[src/rtl/mod_reduce_128_pkg.sv]
// Shared widths and FSM state encoding for the ElGamal modular-arithmetic blocks.
package mod_reduce_128_pkg;
   localparam int PROD_W = 128;
   localparam int KEY_W  = 64;

   typedef enum logic [1:0] {
      ST_IDLE = 2'd0,
      ST_CALC = 2'd1,
      ST_DONE = 2'd2
   } state_t;
endpackage

[src/rtl/mod_reduce_128_sub_step.sv]
// One restoring-reduction step: shift in one dividend bit, subtract p when the result reaches p.
module mod_reduce_128_sub_step #(
   parameter int W = 64
) (
   input  logic [W-1:0] r,
   input  logic         bit_in,
   input  logic [W-1:0] p,
   output logic [W-1:0] r_next
);
   logic [W:0]   shifted;
   logic [W-1:0] diff;

   assign shifted = {r, bit_in};
   // r < p on entry, so shifted - p < p fits in W bits; the dropped top bit cancels out.
   assign diff    = shifted[W-1:0] - p;
   assign r_next  = (shifted >= {1'b0, p}) ? diff : shifted[W-1:0];
endmodule

[src/rtl/mod_reduce_128.sv]
// Sequential modular reducer: remainder of a WIDTH_IN-bit product by a WIDTH_M-bit modulus,
// one dividend bit per clock, valid/ready on the product, modulus and result streams.
module mod_reduce_128
   import mod_reduce_128_pkg::*;
#(
   parameter int WIDTH_IN = PROD_W,
   parameter int WIDTH_M  = KEY_W
) (
   input  logic                clk,
   input  logic                rst,
   input  logic [WIDTH_IN-1:0] input_tdata,
   input  logic                input_tvalid,
   output logic                input_tready,
   input  logic [WIDTH_M-1:0]  modulus_tdata,
   input  logic                modulus_tvalid,
   output logic                modulus_tready,
   output logic [WIDTH_M-1:0]  output_tdata,
   output logic                output_tuser,
   output logic                output_tvalid,
   input  logic                output_tready,
   output state_t              dbg_state
);
   // Handshake: a transfer happens on a rising edge where tvalid and tready are both 1;
   // the producer holds tdata stable while tvalid is 1 and tready is 0.
   localparam int CNT_W = $clog2(WIDTH_IN);

   state_t              state;
   logic [WIDTH_IN-1:0] a_q;
   logic [WIDTH_M-1:0]  p_q;
   logic [WIDTH_M-1:0]  r_q;
   logic [WIDTH_M-1:0]  r_next;
   logic [CNT_W-1:0]    cnt_q;
   logic                a_held;
   logic                m_held;
   logic                a_fire;
   logic                m_fire;

   assign input_tready   = ~rst & (state == ST_IDLE) & ~a_held;
   assign modulus_tready = ~rst & (state == ST_IDLE) & ~m_held;
   assign a_fire         = input_tvalid & input_tready;
   assign m_fire         = modulus_tvalid & modulus_tready;
   assign dbg_state      = state;

   mod_reduce_128_sub_step #(.W(WIDTH_M)) u_step (
      .r      (r_q),
      .bit_in (a_q[cnt_q]),
      .p      (p_q),
      .r_next (r_next)
   );

   always_ff @(posedge clk or posedge rst) begin
      if (rst) begin
         state         <= ST_IDLE;
         a_q           <= '0;
         p_q           <= '0;
         r_q           <= '0;
         cnt_q         <= '0;
         a_held        <= 1'b0;
         m_held        <= 1'b0;
         output_tdata  <= '0;
         output_tuser  <= 1'b0;
         output_tvalid <= 1'b0;
      end else begin
         case (state)
            ST_IDLE: begin
               if (a_fire) begin
                  a_q    <= input_tdata;
                  a_held <= 1'b1;
               end
               if (m_fire) begin
                  p_q    <= modulus_tdata;
                  m_held <= 1'b1;
               end
               if (a_held && m_held) begin
                  if (p_q == '0) begin
                     state         <= ST_DONE;
                     output_tdata  <= '0;
                     output_tuser  <= 1'b1;
                     output_tvalid <= 1'b1;
                  end else begin
                     state <= ST_CALC;
                     r_q   <= '0;
                     cnt_q <= CNT_W'(WIDTH_IN - 1);
                  end
               end
            end
            ST_CALC: begin
               r_q <= r_next;
               if (cnt_q == '0) begin
                  state         <= ST_DONE;
                  output_tdata  <= r_next;
                  output_tuser  <= 1'b0;
                  output_tvalid <= 1'b1;
               end else begin
                  cnt_q <= cnt_q - CNT_W'(1);
               end
            end
            ST_DONE: begin
               if (output_tready) begin
                  state         <= ST_IDLE;
                  output_tvalid <= 1'b0;
                  a_held        <= 1'b0;
                  m_held        <= 1'b0;
               end
            end
            default: state <= ST_IDLE;
         endcase
      end
   end
endmodule

[config.mk]
export PLATFORM = sky130hd
export DESIGN_NAME = mod_reduce_128
export DESIGN_NICKNAME = d
export VERILOG_FILES = /design/src/rtl/mod_reduce_128_pkg.sv /design/src/rtl/mod_reduce_128_sub_step.sv /design/src/rtl/mod_reduce_128.sv
export SDC_FILE = /design/constraint.sdc
export NUM_CORES = 1
export LEC_CHECK = 0
export CAP_MARGIN = 20
export CORE_AREA = 8 8 177 179
export DETAILED_ROUTE_END_ITERATION = 16
export DIE_AREA = 0 0 185 187
export DONT_BUFFER_PORTS = 1
export GPL_TIMING_DRIVEN = 0
export PLACE_DENSITY_LB_ADDON = 0.3
export SLEW_MARGIN = 10
export SYNTH_ARGS = -nofsm -noshare
export SYNTH_HDL_FRONTEND = slang
export SYNTH_SLANG_ARGS = --single-unit
[constraint.sdc]
create_clock -name clk -period 18.5 [get_ports clk]
set_clock_uncertainty 0.05 [all_clocks]
set_input_delay 5.55 -clock clk [delete_from_list [all_inputs] [get_ports clk]]
set_output_delay 5.55 -clock clk [all_outputs]
set_load 0.02 [all_outputs]
## After elaboration in Yosys (flattened, before gate mapping)

Index checks and enable logic that the tools add are counted.

- Add/sub/neg operators: 2
- Reduce and logical (&&, ||, !) cells: 16
- Magnitude comparators: 2
- Equal/unequal tests: 10
- Bitwise gates (word level): 8
- Multiplexer cells: 30

Operator list:

| kind | count |
|---|---|
| 2-to-1 mux 64 bit | 6 |
| one-hot mux 64 bit (2 select lines) | 2 |
| >= comparator 65 x 64 -> 1 bit | 1 |
| zero test 64 bit | 1 |
| subtractor 64 bit | 1 |
| 2-to-1 mux 7 bit | 3 |
| one-hot mux 7 bit (2 select lines) | 1 |
| != test 2 bit (second input constant) | 6 |
| AND reduction 3 bit | 4 |
| less-than comparator 7 x 8 -> 1 bit (second input constant) | 1 |
| 2-to-1 mux 1 bit | 8 |
| 2-to-1 mux 2 bit | 4 |
| AND reduction 4 bit | 2 |
| binary-select mux 1 bit (select 7 bit) | 1 |
| zero test 7 bit | 1 |
| subtractor 7 x 1 -> 7 bit (second input constant) | 1 |
| one-hot mux 1 bit (2 select lines) | 3 |
| one-hot mux 2 bit (3 select lines) | 1 |
| AND 1 bit | 5 |
| AND reduction 5 bit | 1 |
| != test 2 x 1 -> 1 bit (second input constant) | 2 |
| AND reduction 2 bit | 2 |
| nonzero test 2 bit | 2 |
| NOT 1 bit | 3 |
| 6 further kinds | 6 |

- Register bits: 333
- Input bits: 197
- Logic and storage cells: 78
- Output and inout port bits: 70

## Depth between registers and ports, before layout

Gate-level depths: netlist of the first run.

- Depth after elaboration: 6
- Mapped depth: 19
- Gate-level depth less buffers: 17

## By module

From an unflattened synthesis of the first run, not the netlist that was laid out.

- Cells, all modules: 1708
- Area, all modules: 19318.5 µm²

By module, submodules not included:

| module | sequential area each (µm²) | times used | area each (µm²) | cells an instance |
|---|---|---|---|---|
| mod_reduce_128 | 8333.0 | 1 | 14218.6 | 960 |
| mod_reduce_128_sub_step | 0.0 | 1 | 5099.9 | 748 |

## Worst setup path before layout of the first run

OpenSTA, ideal clock, no wires.

- Kind: input to output
- Start: in rst
- End: out input_tready
- Path slack: 6656 ps
- Arrival time: 6244 ps
- Buffers on the path: 0
- Cell stages on the path: 1
- Cell sequence: nor4_1

- Word-level cells in the longest chain between the ends: 3

Ends and longest elaborated chain:

| element | line | source |
|---|---|---|
| start: declaration | mod_reduce_128.sv:10 | `input logic rst,` |
| NOT 1 bit | mod_reduce_128.sv:38 | `assign input_tready = ~rst & (state == ST_IDLE) & ~a_held;` |
| AND 1 bit (2 in series) | mod_reduce_128.sv:38 |  |
| end: declaration | mod_reduce_128.sv:13 | `output logic input_tready,` |

No other way between the ends.

## Worst setup path after layout of the first run

Ends and elaborated chain as after synthesis.

==> results of run 1 <==
[through the flow]
step                hold slack [ns]  power [W]  cell area [um^2]  utilization (%)  instances
global route                  0.466    0.00513             20000             70.5       2179
global placement              0.432    0.00394             18700             66.0       2108
finish                        0.451    0.00479             20000             70.5       2181
CTS                           0.451    0.00477             20000             70.5       2177
floorplan                     0.420    0.00333             18200                -       1724
detailed placement            0.438    0.00402             18800             66.3       2112
[area by class of cell]
class | instances | area (um^2) | share of cell area (%)
Sequential cell | 333 | 8330 | 41.6
Buffer | 103 | 464 | 2.32
Antenna cell | 4 | 10.0 | 0.0500
Clock buffer | 55 | 1070 | 5.36
Tap cell | 384 | 480 | 2.40
Clock inverter | 10 | 116 | 0.581
Timing Repair Buffer | 4 | 87.6 | 0.437
Multi-Input combinational cell | 1204 | 9130 | 45.6
Inverter | 84 | 323 | 1.61
[power by group]
group | internal [W] | total [W] | switching [W]
Clock | 0.000420 | 0.000725 | 0.000305
Combinational | 0.00116 | 0.00272 | 0.00156
Sequential | 0.00107 | 0.00135 | 0.000279
Total | 0.00264 | 0.00479 | 0.00215
[layer usage]
| layer | wire [um] | part of all wire, % | up-vias |
|---|---|---|---|
| met2 | 26100 | 50 | 510 |
| met3 | 4510 | 8.6 | 125 |
| met1 | 20300 | 39 | 6886 |
| met4 | 1600 | 3.0 | 14 |
| met5 | 92 | 0.18 | - |
| li1 | - | - | 6258 |
[synth_stat cells, types with 5 or more instances]
cell type,number,area [um^2]
dfrtp_1,333,8330
nand2_1,205,769
mux2_2,195,2200
o21ai_0,169,846
a21oi_1,100,500
inv_1,84,315
clkbuf_1,81,304
ha_1,67,838
nor2_1,65,244
mux2i_1,50,500
mux4_2,42,946
xnor2_1,29,254
xor2_1,28,245
nor4_1,27,169
nand4_1,22,138
nand3_1,19,95.1
nor3_1,19,95.1
a21o_1,17,128
nand2b_1,9,56.3
nor2b_1,9,56.3
o211ai_1,8,60.1
o21ai_1,8,40.0
o21bai_1,8,60.1
buf_6,7,78.8
o221ai_1,7,61.3
and3_1,6,37.5
buf_2,6,30.0
o21a_1,6,45.0
o31ai_1,6,45.0
a211oi_1,5,37.5
and2_1,5,31.3
o31a_1,5,43.8
or3_1,5,31.3
[cells by family (layout without fill, tap and decap cells)]
logic type | Yosys count | after routing | synth area share, %
mux | 287 | 287 | 20.0
simple gates | 408 | 408 | 10.2
other cells | 0 | 4 | 0
xor+xnor | 57 | 57 | 2.74
flops | 333 | 333 | 45.7
compound gates | 384 | 384 | 12.4
fa+ha+maj | 68 | 68 | 4.70
buf+inv | 187 | 256 | 4.27
[final timing paths]
kind | start | endpoint | slack (ns) | cells after the start
worst min register to register | a_q[42]$_DFFE_PP0P_ | a_q[42]$_DFFE_PP0P_ | 0.45 | 1
worst min-delay path | a_q[42]$_DFFE_PP0P_ | a_q[42]$_DFFE_PP0P_ | 0.45 | 1
worst max-delay path | rst | input_tready | 6.51 | 1
max in group asynchronous | rst | r_q[36]$_DFFE_PP0P_ | 12.66 | 2
worst max register to register | cnt_q[1]$_DFFE_PP0P_ | r_q[56]$_DFFE_PP0P_ | 12.04 | 19
min in group asynchronous | rst | a_q[79]$_DFFE_PP0P_ | 4.82 | 1
[state kept, by name, indices dropped and copies added (netlist names)]
register	cells
cnt_q	7
a_q	128
output_tvalid	1
r_q	64
m_held	1
a_held	1
output_tuser	1
dbg_state	2
p_q	64
output_tdata	64
==> flow_metrics.py, run 1 <==
metrics = {
    "run_status": {
        "outcome": "completed",
    },
    "power": {
        "vdd_drop_max_uv": 115,
        "leakage_nw": 8.95,
        "powerDensity_nw_per_um2": 239,
    },
    "synth": {
        "netlist_area_um2": 18200,
        "synth.distinct_cells": 72,
        "synth_flop_cell": "dfrtp_1",
        "synth_nets": 1989,
        "yosys_register_bits": 333,
        "syn_avg_cell_area_um2": 10.6,
        "synth-seq-area-share_pct": 45.7,
        "synth-edff-count": 0,
        "synthArstFlopShare_pct": 100,
        "synth_cells": 1724,
        "yosysWarnings": 0,
    },
    "sta": {
        "finalHoldViolations": 0,
        "max_freq_ghz": 0.0834,
        "fin_crit_ns": 11.99,
        "finalSetupTns_ns": 0,
        "worst_slew_pin_slew_ns": 1.11,
        "setup_ws_ns": 6.51,
        "slew_headroom_pct": 25.1,
        "rsz0062_at_grt": "false",
        "period_share_pct": 64.8,
        "setup_violations": 0,
        "finalMaxSlewViolations": 0,
    },
    "routing": {
        "wl_um": 52600,
        "viasPerCell": 6.32,
        "vias": 13800,
        "wl_per_cell_um": 24.1,
        "route.detailed.drc": 0,
        "drt_iter0_drc": 942,
        "ant_nets": 0,
        "first_pass_iters": 6,
    },
    "placed_design": {
        "portBuffers": 0,
        "dp_slack_ns": 6.48,
        "dp_hpwl_um": 39700,
        "gp_congestion": 0.933,
    },
    "critical_path": {
        "worstPathCellList": "nor4_1",
        "cp_slowest_stage_delay_ns": 0.83,
        "crit_type": "in -> out",
        "cp.arrival_ns": 6.39,
        "critPathSlowestCell": "nor4_1",
        "required_ns": 12.90,
        "crit_path_start_kind": "primary input",
        "critPathMaxFanout": 3,
        "crit_family": "simple AND/OR/NAND/NOR gates",
        "cp-end-kind": "output port",
        "crit_buf_inv": 0,
    },
    "final_layout": {
        "fillers": 2096,
        "syn_to_final_growth_pct": 9.73,
        "finalNetCount": 2031,
        "drive_gt1_share_pct": 18.3,
        "mostFrequentLayoutCells": "333 x dfrtp_1, 205 x nand2_1, 195 x mux2_2",
        "final_common_cell": "dfrtp_1",
    },
    "clock_network": {
        "ctsHoldBuffers": 0,
        "cts_resized": 0,
        "path_clk_slew_ns": 0.06,
        "cts.sinks": 333,
        "clockRootBuffer": "clkbuf_16",
        "cts.path.max_buffers": 3,
        "htreeDepth": 2,
        "clock_latency_ns": 0.54,
        "post_cts_buffers": 0,
        "cts_inserted_buffers": 36,
        "cts_tree": "done",
    },
    "die": {
        "die-area_um2": 34600,
        "die_x_um": 185,
        "core_um2": 28400,
        "die_h_um": 187,
        "row_count": 62,
        "io_pins": 267,
        "start_util_pct": 64.3,
    },
    "flow_run": {
        "drv_cap": 0,
    },
    "global_route": {
        "grt_pass1_wl_um": 82100,
        "overflow": 0,
        "antenna_found_initial": 10,
        "grtUsageMet1_pct": 36.0,
        "grt-busiest-layer": "met2",
        "grt_start_max_net_pins": 121,
        "track_usage_pct": 30.3,
        "use_met2_pct": 52.2,
        "use_met3_pct": 8.70,
        "first_global_vias": 14500,
    },
    "worst_hold_path": {
        "min_path_type": "reg -> reg",
    },
}
(Power assumes the default switching activity.)
==> run 2, diff against run 1 <==
Settings changed: ABC_AREA from default to 1, CORE_AREA 8 8 177 179 to 8 8 190 192, DIE_AREA 0 0 185 187 to 0 0 198 200.
Clock period 18.5 ns to 11.3 ns, I/O delays scaled along.
==> run 2 against run 1 <==
Total power is 17% higher. Register-to-register slack worse by 6.2 ns. Via count is 56% higher. Clock power is 82% higher. Wire length is 54% higher. Critical path type unchanged. Critical path depth stayed put.
==> flow_metrics.py, run 2 <==
metrics = {
    "run_status": {
        "outcome": "completed",
    },
    "die": {
        "row_count": 67,
        "die_x_um": 198,
        "die-area_um2": 39600,
        "core_um2": 33100,
        "io_pins": 267,
        "die_h_um": 200,
        "start_util_pct": 63.7,
    },
    "clock_network": {
        "path_clk_slew_ns": 0.06,
        "clockRootBuffer": "clkbuf_16",
        "cts_inserted_buffers": 34,
        "post_cts_buffers": 0,
        "cts.path.max_buffers": 3,
        "cts_resized": 0,
        "cts_tree": "done",
        "clock_latency_ns": 0.58,
        "cts.sinks": 333,
        "htreeDepth": 2,
        "ctsHoldBuffers": 0,
    },
    "synth": {
        "yosysMostFrequentCell": "nand2_1",
        "syn_avg_cell_area_um2": 6.90,
        "synth_cells": 3056,
        "synth-edff-count": 0,
        "netlist_area_um2": 21100,
        "yosys.area.top_type": "dfrtp_1",
        "synthArstFlopShare_pct": 100,
        "yosys_register_bits": 333,
        "synth-seq-area-share_pct": 39.5,
        "netlist_top_cells_count": "915 x nand2_1, 497 x inv_1, 333 x dfrtp_1, 294 x nor2_1, 241 x nand3_1",
        "synth_nets": 3321,
        "synth_top_cell_area_share_pct": 39.5,
        "synth_flop_cell": "dfrtp_1",
        "yosysWarnings": 0,
        "synth.distinct_cells": 37,
        "synth_area_leaders": "dfrtp_1 40%, nand2_1 16%, inv_1 8.8%",
    },
    "routing": {
        "wl_per_cell_um": 22.6,
        "wl_um": 80900,
        "first_pass_iters": 8,
        "route.detailed.drc": 0,
        "vias": 21500,
        "ant_nets": 0,
        "drt_iter0_drc": 2686,
        "viasPerCell": 6.02,
    },
    "final_layout": {
        "final_util_pct": 69.9,
        "mostFrequentLayoutCells": "915 x nand2_1, 496 x inv_1, 333 x dfrtp_1",
        "syn_to_final_growth_pct": 9.76,
        "regMostFlops": "a_q",
        "fillers": 2586,
        "final_common_cell": "nand2_1",
        "drive_gt1_share_pct": 7.68,
        "largest_reg_flops": 128,
        "final_cell_area_um2": 23200,
        "finalNetCount": 3367,
    },
    "global_route": {
        "grt_start_max_net_pins": 42,
        "antenna_found_initial": 5,
        "overflow": 0,
        "first_global_vias": 21600,
        "grt_pass1_wl_um": 122000,
        "track_usage_pct": 40.7,
    },
    "power": {
        "p_int_w": 0.00309,
        "switching_share_pct": 44.6,
        "pwr-share-comb_pct": 44.0,
        "p_seq_share_pct": 32.4,
        "p_switching_w": 0.00249,
        "vdd_drop_max_uv": 225,
        "leakage_nw": 12.6,
        "powerDensity_nw_per_um2": 241,
        "pwr-share-clk_pct": 23.6,
    },
    "worst_hold_path": {
        "min_path_type": "reg -> reg",
    },
    "critical_path": {
        "cp-startpoint": "rst",
        "cp.arrival_ns": 4.08,
        "crit_path_start_kind": "primary input",
        "cp_slowest_stage_delay_ns": 0.69,
        "ff2ff_path_depth": 22,
        "r2r_slack_ns": 5.79,
        "critPathMaxFanout": 3,
        "required_ns": 7.86,
        "timing.rr.end": "r_q[46]$_DFFE_PP0P_",
        "crit_family": "simple AND/OR/NAND/NOR gates",
        "r2r_start": "cnt_q[2]$_DFFE_PP0P_",
        "crit_type": "in -> out",
        "critPathSlowestCell": "nor3_1",
        "worstPathCellList": "nor3_1",
        "cp.depth": 1,
        "crit_buf_inv": 0,
        "endpoint": "input_tready",
        "cp-end-kind": "output port",
    },
    "placed_design": {
        "portBuffers": 0,
        "place_area_um2": 21900,
        "dp_hpwl_um": 62800,
        "gp_congestion": 1.03,
    },
    "flow_run": {
        "drv_cap": 0,
    },
    "sta": {
        "period_share_pct": 66.6,
        "max_freq_ghz": 0.133,
        "rsz0062_at_grt": "false",
        "worst_slew_pin_slew_ns": 1.05,
        "finalSetupTns_ns": 0,
        "setup_violations": 0,
        "finalHoldViolations": 0,
        "slew_headroom_pct": 30.0,
        "finalMaxSlewViolations": 0,
        "fin_crit_ns": 7.52,
        "finalHoldWorstSlack_ns": 0.456,
    },
}
## run 2: cell families after synthesis
logic type / Yosys count / synth area share, %
adder cells (fa/ha/maj): 68 / 4.07
AND/OR/NAND/NOR: 1570 / 31.1
multiplexers: 73 / 3.90
XOR/XNOR: 33 / 1.37
AO/OA/AOI/OAI: 337 / 8.21
buffers and inverters: 642 / 11.8
flip-flops: 333 / 39.5
## run 2: per-layer routing
layer | share of wire, % | routed length, um | GRT usage [%]
met5 | 0.047 | 38 | 0
met4 | 7.4 | 6030 | 25.9
met3 | 11 | 9160 | 11.7
met2 | 45 | 36600 | 65.6
met1 | 36 | 29100 | 47.6
## run 2: area by class of cell
cell class / count / area [um^2] / share of cell area (%)
Antenna cell: 2 / 5.00 / 0.0216
Buffer: 108 / 488 / 2.11
Clock buffer: 49 / 1030 / 4.44
Clock inverter: 12 / 258 / 1.11
Inverter: 534 / 2010 / 8.67
Multi-Input combinational cell: 2081 / 10300 / 44.4
Sequential cell: 333 / 8330 / 36.0
Tap cell: 448 / 561 / 2.42
Timing Repair Buffer: 10 / 203 / 0.875
## run 2: power by group through the flow
stage                     clock [W]  sequential [W]  combinational (W)
after global routing        0.00135         0.00184            0.00262
after global placement            0         0.00179            0.00220
after detailed placement          0         0.00181            0.00230
after floorplan                   0         0.00174            0.00158
after CTS                   0.00131         0.00180            0.00235
final                       0.00132         0.00181            0.00246
## run 2: worst min path at each step
stage | start | to | slack, ns | cells after the start
CTS | a_q[63]$_DFFE_PP0P_ | a_q[63]$_DFFE_PP0P_ | 0.45 | 1
floorplan | r_q[1]$_DFFE_PP0P_ | r_q[1]$_DFFE_PP0P_ | 0.42 | 2
detailed placement | a_q[53]$_DFFE_PP0P_ | a_q[53]$_DFFE_PP0P_ | 0.44 | 1
global route | a_q[93]$_DFFE_PP0P_ | a_q[93]$_DFFE_PP0P_ | 0.47 | 1
finish | a_q[63]$_DFFE_PP0P_ | a_q[63]$_DFFE_PP0P_ | 0.46 | 1
global placement | a_q[107]$_DFFE_PP0P_ | a_q[107]$_DFFE_PP0P_ | 0.43 | 1
## run 2: stage by stage
step / total power (W) / setup slack, ns / cells
after global placement: 0.00399 / 1.92 / 3504
after detailed placement: 0.00411 / 3.75 / 3514
after floorplan: 0.00332 / 3.41 / 3056
after global routing: 0.00581 / 3.78 / 3577
after CTS: 0.00546 / 3.77 / 3575
final: 0.00559 / 3.78 / 3577
